File: src/rtl/crc_pkg.sv
// Shared CRC-24 definitions: polynomials, attach FSM states and the
// bit-serial byte step (MSB first, no reflection, no final XOR).
package crc_pkg;

  localparam logic [23:0] CRC24A_POLY = 24'h864CFB;
  localparam logic [23:0] CRC24B_POLY = 24'h800063;

  typedef enum logic [1:0] {
    DATA,
    CRC_H,
    CRC_M,
    CRC_L
  } state_t;

  function automatic logic [23:0] crc24_step(
    input logic [23:0] crc,
    input logic [7:0]  d,
    input logic [23:0] poly
  );
    logic [23:0] c;
    logic        fb;
    c = crc;
    for (int i = 7; i >= 0; i--) begin
      fb = c[23] ^ d[i];
      c  = {c[22:0], 1'b0} ^ (fb ? poly : 24'h0);
    end
    return c;
  endfunction

endpackage

File: src/rtl/crc24_byte_step.sv
// Combinational CRC-24 update by one byte.
// Ports: crc_in (current CRC), d_in (byte), crc_out (updated CRC).
module crc24_byte_step
  import crc_pkg::*;
#(
  parameter logic [23:0] POLY = CRC24A_POLY
) (
  input  logic [23:0] crc_in,
  input  logic [7:0]  d_in,
  output logic [23:0] crc_out
);

  assign crc_out = crc24_step(crc_in, d_in, POLY);

endmodule

File: src/rtl/crc_attach.sv
// Streams payload bytes through one output register and appends the
// 24-bit CRC (high, mid, low byte) after the byte flagged in_last.
// Ports: clk, reset (sync, active low), in_* byte stream with ready,
// out_* byte stream with ready, frame_len (payload count, saturating).
module crc_attach
  import crc_pkg::*;
#(
  parameter logic [23:0] POLY = CRC24A_POLY,
  parameter logic [23:0] INIT = 24'h000000
) (
  input  logic        clk,
  input  logic        reset,
  input  logic        in_valid,
  input  logic [7:0]  in_data,
  input  logic        in_last,
  output logic        in_ready,
  output logic        out_valid,
  output logic [7:0]  out_data,
  output logic        out_last,
  input  logic        out_ready,
  output logic [15:0] frame_len
);

  state_t      state, state_n;
  logic [23:0] crc, crc_n, crc_step;
  logic [15:0] len_n;
  logic        restart, restart_n;
  logic [7:0]  od_n;
  logic        ov_n, ol_n;
  logic        slot_free;
  logic        take;

  crc24_byte_step #(
    .POLY(POLY)
  ) u_step (
    .crc_in (crc),
    .d_in   (in_data),
    .crc_out(crc_step)
  );

  assign slot_free = !out_valid || out_ready;
  // Gated by reset so the source sees no acceptance while held in reset.
  assign in_ready  = reset && (state == DATA) && slot_free;
  assign take      = in_valid && in_ready;

  always_comb begin
    state_n   = state;
    crc_n     = crc;
    len_n     = frame_len;
    restart_n = restart;
    od_n      = out_data;
    ov_n      = out_valid;
    ol_n      = out_last;
    if (slot_free) begin
      ov_n = 1'b0;
      ol_n = 1'b0;
    end
    unique case (state)
      DATA: begin
        if (take) begin
          od_n      = in_data;
          ov_n      = 1'b1;
          ol_n      = 1'b0;
          crc_n     = crc_step;
          restart_n = 1'b0;
          // Count restarts on the first byte of the next frame so the
          // previous frame's length stays visible until then.
          if (restart)
            len_n = 16'd1;
          else if (frame_len != 16'hFFFF)
            len_n = frame_len + 16'd1;
          if (in_last)
            state_n = CRC_H;
        end
      end
      CRC_H: begin
        if (slot_free) begin
          od_n    = crc[23:16];
          ov_n    = 1'b1;
          state_n = CRC_M;
        end
      end
      CRC_M: begin
        if (slot_free) begin
          od_n    = crc[15:8];
          ov_n    = 1'b1;
          state_n = CRC_L;
        end
      end
      CRC_L: begin
        if (slot_free) begin
          od_n      = crc[7:0];
          ov_n      = 1'b1;
          ol_n      = 1'b1;
          crc_n     = INIT;
          restart_n = 1'b1;
          state_n   = DATA;
        end
      end
      default: state_n = DATA;
    endcase
  end

  always_ff @(posedge clk) begin
    if (!reset) begin
      state     <= DATA;
      crc       <= INIT;
      frame_len <= 16'd0;
      restart   <= 1'b0;
      out_data  <= 8'h00;
      out_valid <= 1'b0;
      out_last  <= 1'b0;
    end else begin
      state     <= state_n;
      crc       <= crc_n;
      frame_len <= len_n;
      restart   <= restart_n;
      out_data  <= od_n;
      out_valid <= ov_n;
      out_last  <= ol_n;
    end
  end

endmodule

File: config.mk
export PLATFORM = sky130hd
export DESIGN_NAME = crc_attach
export DESIGN_NICKNAME = d
export VERILOG_FILES = /design/src/rtl/crc_pkg.sv /design/src/rtl/crc24_byte_step.sv /design/src/rtl/crc_attach.sv
export SDC_FILE = /design/constraint.sdc
export NUM_CORES = 1
export LEC_CHECK = 0
export CORE_MARGIN = 4
export CORE_UTILIZATION = 50
export CTS_CLUSTER_DIAMETER = 50
export DETAILED_ROUTE_END_ITERATION = 10
export MAX_ROUTING_LAYER = met4
export PLACE_DENSITY = 0.84
export SLEW_MARGIN = 30
export SYNTH_ARGS = -nofsm -noshare
export SYNTH_HDL_FRONTEND = slang
export SYNTH_SLANG_ARGS = --single-unit
File: constraint.sdc
create_clock -name clk -period 2 [get_ports clk]
set_input_delay 0.4 -clock clk [delete_from_list [all_inputs] [get_ports clk]]
set_output_delay 0.4 -clock clk [all_outputs]
set_load 0.005 [all_outputs]
Word level (Yosys, flattened, before mapping) --
Cells that the tools add are included.
Storage, ports and cells: bits in registers 53, bits of input ports 13, output and inout port bits 27, word-level logic and storage cells 81
Operators by class: $add $sub $neg 1, equality and inequality tests 9, mux-type cells 35, bitwise gates (word level) 16, reductions and logical operators 13
Operators by type and width (number):
- $mux 24 | 10
- $xor 24x24->24 | 8
- $pmux 24 s2 | 1
- $mux 16 | 2
- $mux 8 | 4
- $pmux 8 s4 | 1
- $add 16x1->16 const B | 1
- $ne 16x16->1 const B | 1
- $mux 2 | 5
- $ne 2x2->1 const B | 5
- $mux 1 | 8
- $pmux 2 s4 | 1
- $xor 1x1->1 | 8
- $pmux 1 s2 | 3
- $reduce_and 3->1 | 2
- $reduce_and 5->1 | 1
- $eq 2x2->1 const B | 2
- $reduce_and 4->1 | 1
- $reduce_bool 2->1 | 2
- $logic_and 1x1->1 | 3
- $reduce_or 3->1 | 1
- $eq 2x1->1 const B | 1
- $logic_not 2->1 | 1
- $logic_not 1->1 | 1
- $logic_or 1x1->1 | 1

Longest topological paths before layout --
depth after elaboration 26, gate-level depth with buffers 9, mapped depth without buffers 7

Modules after synthesis --
Synthesis repeated with hierarchy kept, for this count alone.
Unflattened totals: cells, all modules 329, area total of the unflattened synthesis 2974.1 um^2
Modules (own cells, without submodules):
- crc_attach | instances 1, cells an instance 274, area each 2377.3 um^2
- crc24_byte_step | instances 1, cells an instance 55, area each 596.8 um^2

Least setup slack after synthesis --
No wires, ideal clock.
path type input to register, start input in_data[2], end register crc[23], setup time 117 ps, arrival time 1867 ps, path slack 16 ps, stages on the path 5, buffers on the path 0, cells stage by stage xor2_2 > xnor3_2 > xnor3_2 > xnor2_1 > a22o_1
On the way: cells in the longest elaborated chain, start to end 11
Ends and longest elaborated chain:
- start, declared | line crc_attach.sv:14 | input logic [7:0] in_data,
- $xor 1x1->1 | line crc_pkg.sv:24 | fb = c[23] ^ d[i];
- $mux 24 | line crc_pkg.sv:25 | c = {c[22:0], 1'b0} ^ (fb ? poly : 24'h0);
- $xor 24x24->24 | line crc_pkg.sv:25
- $xor 1x1->1 | line crc_pkg.sv:24
- $mux 24 | line crc_pkg.sv:25
- $xor 24x24->24 | line crc_pkg.sv:25
- $xor 1x1->1 | line crc_pkg.sv:24
- $mux 24 | line crc_pkg.sv:25
- $xor 24x24->24 | line crc_pkg.sv:25
- $mux 24 | line crc_attach.sv:60 | if (take) begin
- $pmux 24 s2 | line crc_attach.sv:58 | unique case (state)
- end signal, assigned | line crc_attach.sv:115 | crc <= crc_n;
- end, declared | line crc_attach.sv:25 | logic [23:0] crc, crc_n, crc_step;
No other way between the ends. The select of a mux whose other input is x is not followed. A chain may end at the register's enable or synchronous reset.

Worst setup path after layout --
start input in_data[1], end register crc[8]
On the way: cells in the longest elaborated chain, start to end 6
Ends and longest elaborated chain (line):
- $xor 1x1->1 | crc_pkg.sv:24
- $mux 24 | crc_pkg.sv:25
- $xor 24x24->24 (2 in a row) | crc_pkg.sv:25
- $mux 24 | crc_attach.sv:60
- $pmux 24 s2 | crc_attach.sv:58
No other way between the ends. The select of a mux whose other input is x is not followed.

==> metrics.txt <==
Cell Area, Synth=~0.003 sq mm; Critical Path AT=2.16 ns; Starting Density=a little over half; Detailed Route Iter0 Violations=~220; Hold Path Class=reg2reg; Post-synth top flop=dfxtp_1; Yosys cell types=44; Die Area=about 0.0073 sq mm; RSZ-0062 raised after global routing=yes; Slew @ Worst Pin=around 0.66 ns; PortBufs=39; deepest clock path buffer count=2; Avg Synthesized Cell Area=around 9.4 sq um; drt total wl=7750 um; Critical Path Start Type=primary input; setup slack, reg-to-reg=approximately 0.09 ns; critical path buffer and inverter count=3; Max Cap Viol=0; RR Endpoint=crc[7]; overall power=between 0.004 and 0.005 W; number of global-route vias before repair=~2600; critical path endpoint category=flop; Yosys reg bits=between 50 and 60; DR vias=around 2700; Core Rows=27; GP Congestion=0.957; CP delay by family, top=XOR/XNOR gates; core area=0.00568 sq mm; Slew Limit Fails=0; I/O pins=40; Max VDD drop=around 0.74 mV; CTS HTree Levels=2; All-Layer GR Usage=about 22%; status=complete, no violations; pin count of the biggest net entering global routing=21; origin of the critical flop-to-flop path=crc[21]; Worst-Skew Late Latency=~0.32 ns; Hold WS=between 0.4 and 0.5 ns; root buffer selected by CTS=clkbuf_8; Chip Height=85.5 um; hpwl dp=approximately 5500 um; Worst path slowest cell=clkdlybuf4s50_1; DR DRC count=0; layout cells sized above 1=a little under a fifth; WL per Instance=around 17 um; Worst Path Max Fanout=4; Slew Limit Headroom=a little under three fifths; Cells after Synth=between 300 and 400; Syn Nets=339; GR Overflow Total=0; Register-to-Register Path Depth=6; CTS tree=done; Die Width=85.5 um; antenna violations before repair=1; max incr delay on CP=0.49 ns; first-pass GRT wire length=roughly 12000 um; Setup CP Type=in2reg; final setup vio count=0; Area Overhead vs Synth=28.7%; Cell Chain, Critical Path=clkdlybuf4s50_1 -> xnor2_2 -> buf_4 -> buf_4 -> xnor2_1 -> xnor3_1 -> xor2_1 -> a22o_1; first drt pass iteration count=7; Worst Min Path Start=crc[15]; fin nets=a little over 400; final cycle utilization of the critical path=roughly 97%; EDFF count, synth=0; vias per std cell=roughly 5.7; hold path depth=2; CTS sink count=53; Synth async-reset ratio=0%; register area share after synthesis=35.3%; Fmax=513 MHz; Worst path most repeated cell=buf_4; Hold Path Sink=crc[15]; leakage power=1.57 nW; Final ANT Viol Nets=0; CP Data Required Time=approximately 2.2 ns; CTS buffer count=5; Clock Skews=0.0124 ns; minimum clock period=1.95 ns; CTS clk-pin slew, worst paths=about 0.090 ns; Ys Warns=0; final hold violations=0; PD cells=about 1300 mW/mm^2
## Yosys cell counts, drive strengths merged (2+ instances only)
master   count  area share [%]
a2111oi      2            0.58
a211oi       7             1.7
a21oi       10             1.7
a222oi       8             2.7
a22o         9             2.6
a22oi        9             2.2
a32o         2            0.67
and2         2            0.42
and3         5             1.0
buf          2            0.33
clkbuf      16             2.0
dfxtp       53              35
ha           6             2.5
inv          7            0.87
mux2i       10             3.3
nand2       19             2.4
nand2b       3            0.62
nand3        5            0.83
nand3b       2            0.50
nand4        4            0.83
nor2        40             5.0
nor2b        4            0.83
nor3         7             1.2
o21ai       11             1.8
xnor2       41              14
xnor3        6             4.6
xor2        17             5.5
## worst max path at each step
stage / start / to / slack [ns] / depth (start not counted)
3_3_place_gp: in_data[7] / crc[7] / -0.38 / 7
5_1_grt: state[1] / crc[20] / -0.05 / 8
3_5_place_dp: in_data[7] / crc[16] / -0.48 / 7
6_report: in_data[1] / crc[8] / 0.05 / 8
2_1_floorplan: in_data[2] / crc[23] / 0.02 / 5
4_1_cts: in_data[1] / crc[23] / 0.01 / 6
## repair_timing
item / 4_1_cts / 5_1_grt
buffers inserted: 2 / 2
endpoints found under the setup margin: 9 / 11
pin swaps: 1 / 3
gates resized for setup: 14 / 4
hold buffers: 0 / 0
## cells in the final DEF (no fill, tap or decap), types with 4 or more instances in the layout
cell type | Yosys | layout
a211oi_1 | 7 | 7
a21oi_1 | 10 | 10
a222oi_1 | 8 | 8
a22o_1 | 9 | 9
a22oi_1 | 9 | 9
and3_1 | 5 | 5
buf_4 | 0 | 44
clkbuf_8 | 0 | 5
clkdlybuf4s50_1 | 0 | 33
dfxtp_1 | 53 | 51
dlygate4sd2_1 | 0 | 5
ha_1 | 6 | 4
inv_1 | 7 | 5
mux2i_1 | 10 | 10
nand2_1 | 19 | 19
nand3_1 | 5 | 5
nand4_1 | 4 | 4
nor2_1 | 40 | 40
nor2b_1 | 4 | 4
nor3_1 | 7 | 7
o21ai_0 | 11 | 10
xnor2_1 | 34 | 33
xnor2_2 | 6 | 7
xor2_1 | 15 | 13
xor2_2 | 2 | 4
## state kept, by name (all words and copies together), names as in the netlist
register   count
out_last       1
out_data       8
frame_len     16
state          2
restart        1
out_valid      1
crc           24
## power by group
part	leakage (nW)	internal [W]	switching (W)
logic	1.10	0.00162	0.00129
registers	0.433	0.00125	0.000198
clock network	0.0385	0.000249	0.000355
## worst reg2reg max path: stages (launching register included)
cell and delay, ns:
dfxtp_1 0.42, xnor2_2 0.13, buf_4 0.16, xnor3_2 0.50, xnor3_1 0.35, a22oi_1 0.17, nor2_1 0.06
## cells by family after synthesis
family | synth area share (%)
buffers and inverters | 3.33
XOR/XNOR | 24.9
AND/OR/NAND/NOR | 14.6
flip-flops | 35.3
multiplexers | 3.33
AO/OA/AOI/OAI | 16.0
adder cells (fa/ha/maj) | 2.50
## through the flow
stage / area, sq um / utilization [%] / worst slack, ns / TNS [ns] / cells
after floorplan: 3010 / - / 0.0164 / 0 / 320
after global placement: 3720 / 65.5 / -0.376 / -7.38 / 453
after detailed placement: 3720 / 65.5 / -0.476 / -8.76 / 453
after CTS: 3840 / 67.6 / 0.0108 / 0 / 463
after global routing: 3870 / 68.2 / -0.0499 / -0.175 / 466
final: 3870 / 68.2 / 0.0507 / 0 / 466
## routing by layer
metal | vias to the layer above | wire length [um] | track usage (%)
met5 | - | 0 | -
met3 | 19 | 533 | 4.71
met2 | 111 | 3720 | 35.8
met4 | 0 | 174 | 7.77
met1 | 1280 | 3320 | 27.6
li1 | 1265 | - | -
## cell type report
cell class,instances,area (sq um)
antenna,1,2.50
clock buffer,7,76.3
clock inverter,1,7.51
fill,410,1810
inverter,8,30.0
multi-input combinational,241,1880
sequential,53,1060
tap,72,90.1
timing repair buffer,83,717
Note: power is estimated with default switching activity, not from simulation.
==> patch: new RTL, config.mk and constraints unchanged <==
The 4 states of `state_t` get a Gray code encoding in 2 bits.
--- a/src/rtl/crc_pkg.sv
+++ b/src/rtl/crc_pkg.sv
@@ -6,10 +6,10 @@
   localparam logic [23:0] CRC24B_POLY = 24'h800063;
 
   typedef enum logic [1:0] {
-    DATA,
-    CRC_H,
-    CRC_M,
-    CRC_L
+    DATA  = 2'b00,
+    CRC_H = 2'b01,
+    CRC_M = 2'b11,
+    CRC_L = 2'b10
   } state_t;
 
   function automatic logic [23:0] crc24_step(
Behaviour: no difference found for any inputs over 4 cycles, from zero or initial values and one cycle with reset low; so few cycles prove little.
==> patch against the unedited design <==
Fmax decreased by 0.56%. Area after synthesis increased by 1.0%. First-iteration DRC count fell by 47%. Power decreased by 18%. Via count down 10%. Utilization down 1.6 points. Routed wire length decreased by 9.3%. Sequential cell count stayed put. Clock power shrank 3.3%. Clock skew down 5.2 ps. Sequential power down 8%. Worst setup slack got worse by 11 ps. Design area rose by 1.8%.
==> patch: results (changes against the unedited design) <==
- Largest net degree at the start of global routing: 34 (+62%)
- Worst Hold Path EP: crc[10]
- Router iterations before antenna repair: 4 (-3)
- Flop2flop setup slack: 170 ps (+80 ps)
- Final Hold Slack: 482 ps (-10.2 ps)
- Initial antenna violation count: 0 (-1)
- Final cell count without fillers: 451 (-3.2%)
- Max-slew headroom: 67.1% (+11 points)
- Peak supply drop: 0.564 mV (-24%)
- Number of global-route vias before repair: 2410 (-6.6%)
- Status: finished clean
- Nets: 389 (-5.4%)
- Mux cell area share after synthesis: 8.69% (+5.4 points)
- Yosys Warn Count: 0 (unchanged)
- Iteration-0 DRC count of the detailed router: 118 (-47%)
- Clock Skews: 7.19 ps (-5.21 ps)
- First-pass GRT wire length: 11700 um (-5.8%)
- GRT Util Overall: 20.3% (-1.9 points)
- Netlist cell types: 45 (+2.3%)
- Fill count: 432 (+5.4%)
- Inserted Clock Buffers: 5 (unchanged)
- Final antenna diode count: 0 (-1)
- R2R depth: 6 (unchanged)
- Share of layout cells above drive strength 1: 21.8% (+2.7 points)
- Synth Area in XOR/XNOR: 25.8% (+0.82 points)
- Post-DP Area: 0.00381 mm^2 (+2.5%)
- Cells after DPL: 442 (-2.4%)
- Post-DP HPWL: 5030 um (-8.7%)
- Worst Path Max Fanout: 2 (-2)
- Largest registers: crc: 24 flops, frame_len: 16 flops, out_data: 8 flops
- RePlAce Congestion: 0.869 (-9.2%)
- Seq/Total Area, Yosys: 34.9% (-0.35 points)
- Compound-Gate Fraction of Synth Area: 10.3% (-5.6 points)
- Min-delay src: crc[10]
- Leading cell types by total area after synthesis: dfxtp_1 35%, xnor2_1 11%, mux4_2 5.2%
- Post-synth top cells: 53 x dfxtp_1, 38 x xnor2_1, 24 x nand2_1
- Synthesized instance count: 294 (-8.1%)
- Leakage: 0.00151 uW (-3.9%)
- R2r startpoint: restart
- Register area: 0.00106 mm^2 (-0.24%)
- Reg2reg end: frame_len[11]
- DRT Wirelength: 7030 um (-9.3%)
- Most used DFF post-synth: dfxtp_1
- Via density: 5.34 (-7.0%)
- Switch Pwr: 1340 uW (-27%)
- Clock Latency Late Sink: 300 ps (-20 ps)
- Clk buf depth: 2 (unchanged)
[patch: cell types whose count changed after synthesis, moves of 6 or more]
| cell | delta |
|---|---|
| a21oi_1 | -7 |
| a222oi_1 | -8 |
| a22o_1 | -9 |
| clkbuf_1 | -6 |
| mux4_2 | +7 |
| nor2_1 | -20 |
| nor2b_1 | +18 |
| o21ai_0 | -7 |
[patch: kinds of logic (layout without fill, tap and decap cells)]
| kind of cell | Yosys count | in the layout |
|---|---|---|
| xor gates and xnor gates | 66 | 66 |
| buffers and inverters | 18 | 100 |
| muxes | 16 | 16 |
| AOI/OAI and AO/OA | 43 | 43 |
| and+or+nand+nor | 97 | 97 |
| adders and majority gates | 1 | 1 |
| DFF | 53 | 53 |
[patch: power by group through the flow]
stage                     registers [uW]  logic [uW]  clock network [uW]
after detailed placement            1350        2050                   0
after CTS                           1320        2090                 604
after floorplan                     1320        1430                   0
after global placement              1340        1990                   0
final                               1330        2130                 584
after global routing                1350        2300                 650
[patch: repair_timing]
action	CTS	global route
setup buffers	0	1
pin swaps	1	2
hold buffers	0	0
gates resized for setup	3	5
setup endpoints to repair	2	11
[patch: cell type report]
type	count	area share [%]
multi-input combinational	223	48.8
sequential	53	26.9
timing repair buffer	90	19.7
tap	75	2.38
clock buffer	8	2.03
inverter	2	0.191
[patch: how the worst max path moves through the flow]
stage | slack (ps) | end | start
floorplan | 100 | crc[23] | in_data[4]
global placement | -280 | crc[23] | in_data[4]
detailed placement | -340 | crc[3] | in_data[4]
CTS | 4 | crc[10] | in_data[5]
global route | -1 | crc[15] | in_data[6]
finish | 40 | crc[8] | in_data[6]
[patch: per-layer routing]
layer | wire length, um | part of all wire, % | global-route usage, % | up-vias
met5 | 0 | 0 | - | -
met4 | 104 | 1.5 | 6.47 | 0
met3 | 338 | 4.8 | 3.65 | 8
met2 | 3500 | 50 | 32.7 | 77
met1 | 3080 | 44 | 25.8 | 1141
li1 | - | - | - | 1182
[patch: critical path, stage by stage]
cell,delay [ps]
clkdlybuf4s50_1,520
xor2_2,180
xnor3_2,480
buf_4,160
xnor3_1,160
a22oi_1,170
nor2b_1,80
[patch: metrics by stage]
stage / setup slack (ps) / TNS (ps) / power (uW)
after floorplan: 101 / 0 / 2750
after global placement: -276 / -3590 / 3330
after detailed placement: -343 / -4950 / 3400
after CTS: 4.37 / 0 / 4020
after global routing: -1.43 / -1.43 / 4300
final: 39.7 / 0 / 4050
